**src/rtl/parking_pkg.sv**
```systemverilog
// parking_pkg: shared widths and encodings for the parking occupancy controller
package parking_pkg;
   localparam int WIDTH = 8;
   localparam logic OP_ADD = 1'b0;
   localparam logic OP_SUB = 1'b1;
   localparam logic [0:0] ST_IDLE = 1'b0;
   localparam logic [0:0] ST_CALC = 1'b1;
endpackage

```
**src/rtl/parking_edge_det.sv**
```systemverilog
// parking_edge_det: rising-edge detector with a single-event pending flag
module parking_edge_det (
   input  logic clk,
   input  logic reset,
   input  logic sig,
   input  logic clr,
   output logic pend
);
   logic prev;
   // a new edge wins over a same-cycle clear so no event is lost
   always_ff @(posedge clk) begin
      if (reset) begin
         prev <= 1'b0;
         pend <= 1'b0;
      end else begin
         prev <= sig;
         pend <= (sig & ~prev) | (pend & ~clr);
      end
   end
endmodule

```
**src/rtl/parking_count_ctrl.sv**
```systemverilog
// parking_count_ctrl: occupancy counter driving an external 8-bit adder/subtractor
module parking_count_ctrl
   import parking_pkg::*;
#(
   parameter logic [WIDTH-1:0] CAPACITY = 8'd200
) (
   input  logic             clk,
   input  logic             reset,
   input  logic             car_in,
   input  logic             car_out,
   output logic             add_s,
   output logic [WIDTH-1:0] add_a,
   output logic [WIDTH-1:0] add_b,
   input  logic [WIDTH-1:0] add_sum,
   input  logic             add_cout,
   output logic [WIDTH-1:0] count,
   output logic [WIDTH-1:0] free,
   output logic             full,
   output logic             empty,
   output logic             entry_grant,
   output logic             entry_deny,
   output logic             exit_err,
   output logic             arith_err,
   output logic             busy
);
   logic [0:0] state;
   logic       op;
   logic       pend_in, pend_out, clr_in, clr_out;
   parking_edge_det u_in (
      .clk(clk), .reset(reset), .sig(car_in), .clr(clr_in), .pend(pend_in)
   );
   parking_edge_det u_out (
      .clk(clk), .reset(reset), .sig(car_out), .clr(clr_out), .pend(pend_out)
   );
   always_comb begin
      busy    = state == ST_CALC;
      clr_in  = !busy && pend_in;
      clr_out = !busy && pend_out;
      add_s   = busy ? op : OP_ADD;
      add_a   = busy ? count : '0;
      add_b   = busy ? 8'd1 : '0;
   end
   // simultaneous in/out events cancel without touching the adder
   always_ff @(posedge clk) begin
      if (reset) begin
         state       <= ST_IDLE;
         op          <= OP_ADD;
         count       <= '0;
         free        <= CAPACITY;
         full        <= 1'b0;
         empty       <= 1'b1;
         entry_grant <= 1'b0;
         entry_deny  <= 1'b0;
         exit_err    <= 1'b0;
         arith_err   <= 1'b0;
      end else begin
         entry_grant <= 1'b0;
         entry_deny  <= 1'b0;
         exit_err    <= 1'b0;
         if (state == ST_CALC) begin
            count <= add_sum;
            free  <= op == OP_ADD ? free - 8'd1 : free + 8'd1;
            full  <= add_sum == CAPACITY;
            empty <= add_sum == '0;
            if (add_cout != op) arith_err <= 1'b1;
            state <= ST_IDLE;
         end else if (pend_in && pend_out) begin
            entry_grant <= 1'b1;
         end else if (pend_in) begin
            if (full) begin
               entry_deny <= 1'b1;
            end else begin
               entry_grant <= 1'b1;
               op          <= OP_ADD;
               state       <= ST_CALC;
            end
         end else if (pend_out) begin
            if (empty) begin
               exit_err <= 1'b1;
            end else begin
               op    <= OP_SUB;
               state <= ST_CALC;
            end
         end
      end
   end
endmodule

```
**config.mk**
```make
export PLATFORM = sky130hd
export DESIGN_NAME = parking_count_ctrl
export DESIGN_NICKNAME = d
export VERILOG_FILES = /design/src/rtl/parking_pkg.sv /design/src/rtl/parking_edge_det.sv /design/src/rtl/parking_count_ctrl.sv
export SDC_FILE = /design/constraint.sdc
export NUM_CORES = 1
export LEC_CHECK = 0
export ABC_AREA = 1
export BUFFER_PORTS_ARGS = -buffer_cell sky130_fd_sc_hd__clkbuf_2
export CORE_MARGIN = 2
export CORE_UTILIZATION = 53
export DETAILED_ROUTE_END_ITERATION = 10
export PLACE_DENSITY = 0.84
export SYNTH_ARGS = -nofsm -noshare
export SYNTH_HDL_FRONTEND = slang
export SYNTH_HIERARCHICAL = 1
export SYNTH_SLANG_ARGS = --single-unit
```
**constraint.sdc**
```tcl
create_clock -name clk -period 3.2 [get_ports clk]
set_input_delay 0.32 -clock clk [delete_from_list [all_inputs] [get_ports clk]]
set_output_delay 0.32 -clock clk [all_outputs]
set_load 0.005 [all_outputs]
```
==> reports/results.md <==
| Item | This run |
|:---|:---|
| Share of synthesized registers carrying an async set or reset | 0% |
| Arr. time, crit path | 1.60 ns |
| Final weighted congestion of routability-driven global placement | 0.778 |
| Total number of yosys warnings | 6 |
| Summed area of non-filler cells in the final layout | 1730 µm² |
| Startpoint of the worst-slack reg-to-reg timing path | busy |
| Critical Path End Type | output port |
| First-pass GRT wire length | 5.04 mm |
| Power share of the clock group | 23.7% |
| Ranking of synthesized cells by area | sky130_fd_sc_hd__dfxtp_1, sky130_fd_sc_hd__nand2_1, sky130_fd_sc_hd__inv_1 |
| Final cycle utilization of the critical path | 60.1% |
| Clock period minus worst slack | 1.92 ns |
| Number of gates resized after cts | 0 |
| Critical Path Source | busy |
| Number of logic stages on the critical path including buffering | 3 |
| Post-Syn Instances | 217 |
| Remaining antenna violation count | 0 |
| WHS | 0.184 ns |
| WP data required | 2.88 ns |
| Clock H-tree levels | 1 |
| Cell area after placement | 1690 µm² |
| Number of max-slew violations in the final report | 0 |
| Leakage | 1.01 nW |
| Result of the run | finished clean |
| Gate power share | 21.4% |
| Flop-to-flop setup slack | 1.49 ns |
| Clock tree from TritonCTS | yes |
| VDD IR max | 0.313 mV |
| DIE WIDTH | 56.9 µm |
| Root Driver | sky130_fd_sc_hd__clkbuf_4 |
| Clock latency at the later pin of the worst-skew pair | 0.33 ns |
| Per-cell via count in the routed design | 4.78 |
| Final core utilization | 63.7% |
| Pin count of the biggest net entering global routing | 27 |
| Post-CTS repair timing setup buffer count | 0 |
| Max transition margin | 39.8% |
| Worst flop-to-flop path endpoint | full |
| Std-Cell Rows | 19 |
| Max Buffers Root-to-Sink | 2 |
| Commonest cells in the netlist | sky130_fd_sc_hd__nand2_1, sky130_fd_sc_hd__inv_1, sky130_fd_sc_hd__dfxtp_1, sky130_fd_sc_hd__a21oi_1, sky130_fd_sc_hd__nand3_1 |
| Number of top-level design ports | 53 |
| Total net switching power | 0.000220 W |
| Layout-stage area growth over the synthesis result | 16.4% |
| Dominant cell by count in the synthesized netlist | sky130_fd_sc_hd__nand2_1 |
| Max Clk Rate | 520 MHz |
| Number of sinks handled by clock tree synthesis | 28 |
| Internal portion of total power | 0.000508 W |
| Power density over cell area | 422 nW/µm² |
| ANT cells | 0 |
| Number of buffers created by CTS | 3 |
| Detailed Place HPWL | 2.33 mm |
| Initial DRC count | 33 |
| Unrepaired setup endpoints after global routing | no |
| Number of antenna violations at the first check in global routing | 0 |
| Predominant post-synthesis flop cell | sky130_fd_sc_hd__dfxtp_1 |
| Worst Setup Start Kind | flop |
| Number of buffers added on ports | 45 |
| Registers with the most flip-flops | count x8, free x8 |
| Area of the placeable core | 2710 µm² |
| Wire length per cell after detailed routing | 10.3 µm |
| Slowest stage cell, crit path | sky130_fd_sc_hd__dfxtp_1 |
| Avg Synthesized Cell Area | 6.84 µm² |
| Final-stage net count | 281 |
| Initial Utilization | 54.8% |
| Number of flops mapped to enable cells by yosys | 0 |
| 1st-pass router iterations | 5 |
| Yosys top cell area share | 37.8% |
| R2r worst-path depth | 5 |
| Post-synthesis register bit count | 28 |
| Share of final-layout standard cells stronger than drive strength 1 | 21.5% |
| Worst-path fanout max | 26 |
| GRT Util Overall | 19.6% |
| Largest clock skew in the final design | 0.00270 ns |
| DIE HEIGHT | 56.9 µm |
| Final Routed Wirelength | 2.99 mm |
| Final setup violation count | 0 |
| Switching part of the total | 30.2% |
| Largest area contributor in the synthesized netlist | sky130_fd_sc_hd__dfxtp_1 |
| Fin Setup TNS | 0 ns |
| Routed via count | 1390 |
| Post-CTS clock slew at the launch and capture registers of the worst setup and hold paths | 0.14 ns |
| Sequential fraction of design power | 54.9% |
| Slew @ Worst Pin | 0.901 ns |
| Crit-path cells | nand2_1 > inv_1 > clkbuf_2 |
| Vias in the first global route | 1244 |
| Worst min-delay path class | input pin to flop |
| Post-synth design cell area | 1480 µm² |
| Worst setup path endpoint | add_a[1] |
| Total of hold buffers inserted after clock tree synthesis | 0 |
| Cell type group with the largest total delay on the critical path | flip-flops |
| DRC violations left | 0 |
| Die Area | 3240 µm² |
| Max capacitance violation total | 0 |
| Kind of critical path | flop to output port |
| Hold violation count in the final report | 0 |
| Sequential cell area fraction in the yosys report | 37.8% |
| Buffers plus inverters on the worst setup path | 2 |
| Total gr overflow | 0 |
| Largest stage delay on the critical path | 0.94 ns |
| Count of unique library cells instantiated by Yosys | 23 |
## layout make-up
cell class              count  area (µm²)
clock buffers               4        36.3
fillers                   253         983
inverters                  46         173
multi-input cells         137         693
flip-flops and latches     28         561
well taps                  31        38.8
repair buffers             45         225
## worst register-to-register path: stages (launching register included)
cell and delay [ns]:
sky130_fd_sc_hd__dfxtp_1 0.94, sky130_fd_sc_hd__inv_2 0.16, sky130_fd_sc_hd__or2_4 0.29, sky130_fd_sc_hd__nor3_2 0.10, sky130_fd_sc_hd__nand2_1 0.06, sky130_fd_sc_hd__o21ai_1 0.11
## layer usage
layer	routed length [µm]	global-route usage (%)
met3	191	3.00
met2	1360	31.5
met5	0	0
met1	1370	25.2
met4	79	10.3
## placed cells by master (no fill, tap or decap), drive strengths merged
cell / count
conb: 7
fa: 1
or2: 1
o21ai: 12
nor2: 11
o31ai: 1
nand3: 16
nand2: 57
nand4: 3
inv: 46
a21oi: 15
clkbuf: 49
ha: 6
o211a: 1
nor3: 3
xnor2: 2
dfxtp: 28
xor2: 1
## power groups by stage
stage | Clock [W] | Combinational, W | Sequential [W]
floorplan | 0 | 0.000119 | 0.000400
global placement | 0 | 0.000152 | 0.000407
detailed placement | 0 | 0.000155 | 0.000407
CTS | 0.000177 | 0.000156 | 0.000400
global route | 0.000190 | 0.000182 | 0.000404
finish | 0.000173 | 0.000156 | 0.000399
## cell families after synthesis
logic type / synth area share, %
xor+xnor: 1.77
flops: 37.8
other cells: 0.253
fa+ha+maj: 6.41
simple gates: 26.5
compound gates: 10.3
buf+inv: 17.0
## how the worst min path moves through the flow
stage | startpoint | to | cells past startpoint
2_1_floorplan | reset | u_in/prev | 1
3_3_place_gp | arith_err | arith_err | 2
3_5_place_dp | arith_err | arith_err | 2
4_1_cts | car_in | u_in/prev | 3
5_1_grt | car_in | u_in/prev | 3
6_report | car_in | u_in/prev | 3
## stage by stage
step,setup slack [ns],std cells,total power [W]
detailed placement,1.51,287,0.000562
floorplan,1.76,223,0.000518
global placement,1.56,287,0.000558
global route,1.12,291,0.000776
finish,1.28,291,0.000728
CTS,1.27,291,0.000733
Power figures use the tool's default switching activity.
